==> src/rtl/gcn_pkg.sv <==
// -----------------------------------------------------------------------------
// gcn_pkg
// Shared definitions for the GCN output-reader slice:
//   - default result-memory geometry (rows, columns, element width)
//   - reader FSM state encoding
// Optional feature macro used elsewhere in this slice: ROW_ARGMAX_EN
// -----------------------------------------------------------------------------
package gcn_pkg;

    localparam int GCN_FEATURE_ROWS   = 6;
    localparam int GCN_WEIGHT_COLS    = 3;
    localparam int GCN_DOT_PROD_WIDTH = 16;

    typedef enum logic [1:0] {
        ST_IDLE  = 2'd0,
        ST_FETCH = 2'd1,
        ST_SEND  = 2'd2,
        ST_DONE  = 2'd3
    } reader_state_t;

endpackage

==> src/rtl/gcn_row_argmax.sv <==
// -----------------------------------------------------------------------------
// gcn_row_argmax
// Purely combinational arg-max over one result row of unsigned elements.
// Ties resolve to the lowest column index.
// Ports:
//   row_data  in   WEIGHT_COLS x DOT_PROD_WIDTH  row elements
//   max_idx   out  WEIGHT_WIDTH                  index of largest element
// Only instantiated when ROW_ARGMAX_EN is defined.
// -----------------------------------------------------------------------------
module gcn_row_argmax
    import gcn_pkg::*;
#(
    parameter int WEIGHT_COLS    = GCN_WEIGHT_COLS,
    parameter int DOT_PROD_WIDTH = GCN_DOT_PROD_WIDTH,
    parameter int WEIGHT_WIDTH   = $clog2(WEIGHT_COLS)
) (
    input  logic [DOT_PROD_WIDTH-1:0] row_data [0:WEIGHT_COLS-1],
    output logic [WEIGHT_WIDTH-1:0]   max_idx
);

    logic [DOT_PROD_WIDTH-1:0] best_val;
    logic [WEIGHT_WIDTH-1:0]   best_idx;

    always_comb begin
        best_val = row_data[0];
        best_idx = '0;
        for (int i = 1; i < WEIGHT_COLS; i++) begin
            // Strict compare so an equal later element never displaces an
            // earlier one.
            if (row_data[i] > best_val) begin
                best_val = row_data[i];
                best_idx = WEIGHT_WIDTH'(i);
            end
        end
    end

    assign max_idx = best_idx;

endmodule

==> src/rtl/gcn_output_reader.sv <==
// -----------------------------------------------------------------------------
// gcn_output_reader
// Drains every row of the FM*WM*ADJ result memory, one row at a time, onto a
// valid/ready stream. Each row takes a FETCH cycle (capture memory data) and
// one or more SEND cycles (present until accepted), so peak rate is one row
// every two cycles. A one-cycle done pulse follows the last handshake.
//
// Ports:
//   clk            in   clock, all state on rising edge
//   rst            in   asynchronous active-high reset
//   start          in   pulse in IDLE to begin a drain (ignored elsewhere)
//   read_row       out  row address into the result memory (= row counter)
//   fm_wm_adj_out  in   combinational row data for read_row
//   out_valid      out  out_data / out_row_idx valid
//   out_ready      in   downstream accepts the presented row
//   out_data       out  registered row data
//   out_row_idx    out  row index of out_data
//   busy           out  high whenever not IDLE
//   done           out  one-cycle pulse after the last row handshake
//   out_argmax     out  (ROW_ARGMAX_EN only) index of largest element of
//                       out_data, lowest index on ties
//
// Build option: define ROW_ARGMAX_EN to add the out_argmax port and logic.
// -----------------------------------------------------------------------------
module gcn_output_reader
    import gcn_pkg::*;
#(
    parameter int FEATURE_ROWS   = GCN_FEATURE_ROWS,
    parameter int WEIGHT_COLS    = GCN_WEIGHT_COLS,
    parameter int DOT_PROD_WIDTH = GCN_DOT_PROD_WIDTH,
    parameter int FEATURE_WIDTH  = $clog2(FEATURE_ROWS),
    parameter int WEIGHT_WIDTH   = $clog2(WEIGHT_COLS)
) (
    input  logic                      clk,
    input  logic                      rst,
    input  logic                      start,
    output logic [FEATURE_WIDTH-1:0]  read_row,
    input  logic [DOT_PROD_WIDTH-1:0] fm_wm_adj_out [0:WEIGHT_COLS-1],
    output logic                      out_valid,
    input  logic                      out_ready,
    output logic [DOT_PROD_WIDTH-1:0] out_data [0:WEIGHT_COLS-1],
    output logic [FEATURE_WIDTH-1:0]  out_row_idx,
    output logic                      busy,
    output logic                      done
`ifdef ROW_ARGMAX_EN
    ,
    output logic [WEIGHT_WIDTH-1:0]   out_argmax
`endif
);

    localparam logic [FEATURE_WIDTH-1:0] LAST_ROW = FEATURE_WIDTH'(FEATURE_ROWS - 1);

    // Reject parameter sets whose index widths cannot address the geometry.
    if (FEATURE_WIDTH < $clog2(FEATURE_ROWS) || WEIGHT_WIDTH < $clog2(WEIGHT_COLS)) begin : g_width_check
        $error("gcn_output_reader: index width too narrow for FEATURE_ROWS/WEIGHT_COLS");
    end

    reader_state_t             state_q, state_d;
    logic [FEATURE_WIDTH-1:0]  counter_q, counter_d;
    logic [FEATURE_WIDTH-1:0]  out_row_idx_q, out_row_idx_d;
    logic [DOT_PROD_WIDTH-1:0] out_data_q [0:WEIGHT_COLS-1];
    logic [DOT_PROD_WIDTH-1:0] out_data_d [0:WEIGHT_COLS-1];

    // ------------------------------------------------------------------
    // Next-state / datapath
    // ------------------------------------------------------------------
    always_comb begin
        state_d       = state_q;
        counter_d     = counter_q;
        out_row_idx_d = out_row_idx_q;
        out_data_d    = out_data_q;

        case (state_q)
            ST_IDLE: begin
                counter_d = '0;
                if (start) begin
                    state_d = ST_FETCH;
                end
            end
            ST_FETCH: begin
                out_data_d    = fm_wm_adj_out;
                out_row_idx_d = counter_q;
                state_d       = ST_SEND;
            end
            ST_SEND: begin
                // out_valid is implied by SEND, so out_ready alone completes
                // the handshake here and nowhere else.
                if (out_ready) begin
                    if (counter_q == LAST_ROW) begin
                        state_d = ST_DONE;
                    end else begin
                        counter_d = counter_q + FEATURE_WIDTH'(1);
                        state_d   = ST_FETCH;
                    end
                end
            end
            ST_DONE: begin
                counter_d = '0;
                state_d   = ST_IDLE;
            end
            default: begin
                counter_d = '0;
                state_d   = ST_IDLE;
            end
        endcase
    end

    // ------------------------------------------------------------------
    // State registers
    // ------------------------------------------------------------------
    always_ff @(posedge clk or posedge rst) begin
        if (rst) begin
            state_q       <= ST_IDLE;
            counter_q     <= '0;
            out_row_idx_q <= '0;
            for (int c = 0; c < WEIGHT_COLS; c++) begin
                out_data_q[c] <= '0;
            end
        end else begin
            state_q       <= state_d;
            counter_q     <= counter_d;
            out_row_idx_q <= out_row_idx_d;
            for (int c = 0; c < WEIGHT_COLS; c++) begin
                out_data_q[c] <= out_data_d[c];
            end
        end
    end

    // Status outputs decode the state register directly so an asynchronous
    // reset clears them in the same cycle.
    assign read_row    = counter_q;
    assign out_valid   = (state_q == ST_SEND);
    assign busy        = (state_q != ST_IDLE);
    assign done        = (state_q == ST_DONE);
    assign out_row_idx = out_row_idx_q;
    assign out_data    = out_data_q;

`ifdef ROW_ARGMAX_EN
    logic [WEIGHT_WIDTH-1:0] argmax_comb;
    logic [WEIGHT_WIDTH-1:0] argmax_q, argmax_d;

    gcn_row_argmax #(
        .WEIGHT_COLS    (WEIGHT_COLS),
        .DOT_PROD_WIDTH (DOT_PROD_WIDTH),
        .WEIGHT_WIDTH   (WEIGHT_WIDTH)
    ) u_row_argmax (
        .row_data (fm_wm_adj_out),
        .max_idx  (argmax_comb)
    );

    // Captured alongside out_data so the index always describes the row
    // currently presented.
    always_comb begin
        argmax_d = argmax_q;
        if (state_q == ST_FETCH) begin
            argmax_d = argmax_comb;
        end
    end

    always_ff @(posedge clk or posedge rst) begin
        if (rst) begin
            argmax_q <= '0;
        end else begin
            argmax_q <= argmax_d;
        end
    end

    assign out_argmax = argmax_q;
`endif

endmodule

==> config.mk <==
export PLATFORM = sky130hd
export DESIGN_NAME = gcn_output_reader
export DESIGN_NICKNAME = d
export VERILOG_FILES = /design/src/rtl/gcn_pkg.sv /design/src/rtl/gcn_row_argmax.sv /design/src/rtl/gcn_output_reader.sv
export SDC_FILE = /design/constraint.sdc
export NUM_CORES = 1
export LEC_CHECK = 0
export ABC_AREA = 0
export CORE_MARGIN = 4
export CORE_UTILIZATION = 42
export CTS_BUF_LIST = sky130_fd_sc_hd__clkbuf_2 sky130_fd_sc_hd__clkbuf_4 sky130_fd_sc_hd__clkbuf_8
export DETAILED_ROUTE_END_ITERATION = 12
export PLACE_DENSITY = 0.83
export SYNTH_ARGS = -nofsm -noshare
export SYNTH_HDL_FRONTEND = slang
export SYNTH_SLANG_ARGS = --single-unit
==> constraint.sdc <==
create_clock -name clk -period 1.7 [get_ports clk]
set_input_delay 0.17 -clock clk [delete_from_list [all_inputs] [get_ports clk]]
set_output_delay 0.17 -clock clk [all_outputs]
set_load 0.005 [all_outputs]
==> metrics <==
max frequency=610 MHz; Critical Path Max Stage Delay=0.49 ns; Comb power frac=approximately half; post-cts hold buffer count=0; clk_lat worst skew=about 0.3 ns; Tot Pwr=about 6.1 mW; maxcap violations=0; Non-Filler Instances=329; DRT iter0 DRCs=41; clock sinks=56; most used cell, CP=inv_1; P_sw=1.72 mW; worst-margin pin slew=around 0.45 ns; top sig layer=met4; R2R setup slack=between 0.2 and 0.3 ns; Max Root-Sink Buffers=2; CP Data Required Time=~1.5 ns; Inserted Diodes=0; sequential share of the synthesized area=between 60 and 70%; Layout Utilization=between 60 and 70%; layout cells sized above 1=approximately a quarter; initial antenna violation count=0; Seq pwr share=37.4%; top cells by area, synth=dfrtp_1 63%, mux2_2 26%, ha_1 3.4%; pin count of the biggest net entering global routing=42; hpwl dp=3960 um; vias in the first global route=between 1,500 and 2,000; library cells used by synthesis=19; pre-CTS setup slack=roughly 0.21 ns; final-stage net count=between 300 and 400; DRC=0; met1 WL=between 1500 and 2000 um; Syn. warnings=0; Yosys top cell by area=dfrtp_1; Internal=approximately 4.4 mW; Clk network pwr share=between 10% and 20%; total grt overflow=0; status=completed; top cell type's share of synthesized area=62.7%; Root Driver=clkbuf_8; WP data arrival=1.47 ns; Area Overhead vs Synth=58.0%; post-synthesis compound-gate area fraction=1.85%; Final Worst Setup Slack=just over 0.06 ns; Post-Syn Nets=~200; min-delay worst type=input pin to async pin; combinational family with the most area after synthesis=multiplexers; Pwr Density=around 1700 mW/mm^2; Die Wd=about 81 um; GPL Wtd Cong=between 0.7 and 0.8; area fraction in and, or, nand and nor cells after synthesis=roughly 2.4%; Via Count=about 1,500; crit path max fanout=3; number of I/O port buffers=about 110; Fin Clk Skew=around 0.0088 ns; Fin. Hold Viols=0; cell chain of the critical path=inv_1 > ha_2 > inv_1 > clkdlybuf4s50_1; Reg-to-Reg End=out_data[38]; Routed Antenna Nets=0; Via density=about 4.7; R2R Path Start=state_q[1]; synthesized area=about 0.0022 sq mm; Global Route Usage Sum=15.7%; CP Capture Type=output port; Post-Syn Area per Cell=approximately 16 sq um; Core Rows=26; Worst-path clk slew=roughly 0.10 ns; Seq cells post-synth=between 50 and 60; Worst VDD drop=around 950 uV; endpoints failing setup=0; met3 wire length=approximately 310 um; io pins=109; Routed met2 length=2680 um; reg2reg path depth=4; first-pass GRT wire length=around 8000 um; CTS tree=yes; drt total wl=approximately 5000 um; DIE AREA=between 0.006 and 0.007 sq mm; post-synthesis mux area share=between 20% and 30%; LEAKAGE=between 1.5 and 2 nW; slowest cell on the critical path=clkdlybuf4s50_1; adder and majority gate portion of the synthesized area=about 3.4%; Syn Inst Count=between 100 and 150; Placed Cells=320; H-tree levels=2; final worst path period share=a little over nine tenths; xor-xnor portion of the synthesized cell area=0%; type of origin of the critical path=flip-flop; Die H=80.9 um; average wire per standard cell=between 15 and 20 um; Setup Crit Path Kind=flip-flop to output port; core area=approximately 0.0051 sq mm; Max-Slew Margin vs Limit=70.0%; number of CTS-inserted buffers=5; Tmin final=roughly 1.6 ns; starting density of the core=a little over two fifths; fin. max-slew vios=0; first drt pass iteration count=2; Sw Share=28.1%
-- cells in the mapped netlist --
cell,instances
a31oi_1,2
dfrtp_1,56
mux2_2,51
nand2_1,3
nand4_1,1
a22oi_1,1
or2_1,1
inv_1,5
a21oi_1,1
nand2b_2,1
buf_2,5
mux2i_1,3
or2b_1,1
nor2_1,2
ha_1,6
buf_4,2
nand2b_1,1
a21bo_1,1
o22ai_1,1
-- final cells by class --
class | instances | area, sq um
clock buffer | 6 | 82.6
clock inverter | 1 | 8.76
fill | 405 | 1610
inverter | 5 | 18.8
multi-input combinational | 76 | 779
sequential | 56 | 1400
tap | 70 | 87.6
timing repair buffer | 115 | 1150
-- through the flow --
step	cell area, sq um	hold WS (ns)	TNS (ns)
finish	3530	0.198	0
global route	3530	0.230	-0.00136
CTS	3520	0.201	0
detailed placement	3420	0.495	0
global placement	3420	0.488	0
floorplan	2230	0.322	0
-- state kept, by name (all words and copies together) (netlist names) --
name / flops
read_row: 3
out_row_idx: 3
out_data: 48
state_q: 2
-- kinds of logic after synthesis --
family,after synthesis
flip-flops,56
AO/OA/AOI/OAI,6
adder cells (fa/ha/maj),6
multiplexers,54
AND/OR/NAND/NOR,10
buffers and inverters,12
-- worst max-delay path by stage --
stage	start	end	slack, ns	cells past startpoint
2_1_floorplan	rst	out_data[0]	0.16	1
3_3_place_gp	state_q[1]	out_data[9]	0.26	4
3_5_place_dp	state_q[1]	out_data[40]	0.21	4
4_1_cts	state_q[1]	out_valid	0.02	3
5_1_grt	state_q[0]	busy	-0.001	4
6_report	state_q[1]	busy	0.06	4
-- routing by layer --
| layer | global-route usage [%] | vias to the layer above |
|---|---|---|
| li1 | - | 725 |
| met1 | 18.4 | 749 |
| met2 | 28.2 | 55 |
| met3 | 3.77 | 9 |
| met4 | 5.24 | 0 |
| met5 | 0 | - |
-- cell usage in the layout (no fill, tap or decap), types with 2 or more instances in the layout --
cell,netlist,routed
buf_4,2,6
clkdlybuf4s50_1,0,106
ha_1,6,4
a31oi_1,2,2
nand2_1,3,3
mux2_2,51,51
ha_2,0,2
clkbuf_8,0,6
dfrtp_1,56,56
nor2_1,2,2
mux2i_1,3,3
inv_1,5,4
dlymetal6s2s_1,0,2
-- power groups by stage --
stage               Clock [mW]  Sequential (mW)  Combinational (mW)
floorplan                    0             2.38                1.33
global placement             0             2.32                3.03
detailed placement           0             2.35                3.10
CTS                      0.761             2.30                3.17
global route             0.822             2.38                3.35
finish                   0.731             2.29                3.10
-- critical path: cells and delay by family (launching register included) --
kind	cells	cell delay, ns
buf+inv	3	0.61
fa+ha+maj	1	0.19
flops	1	0.37
-- timing repair --
item                       CTS  global route
buffers inserted             2             0
setup endpoints to repair    2             2
resized for setup            1             2
No activity file was read; power rests on OpenSTA's default activity.
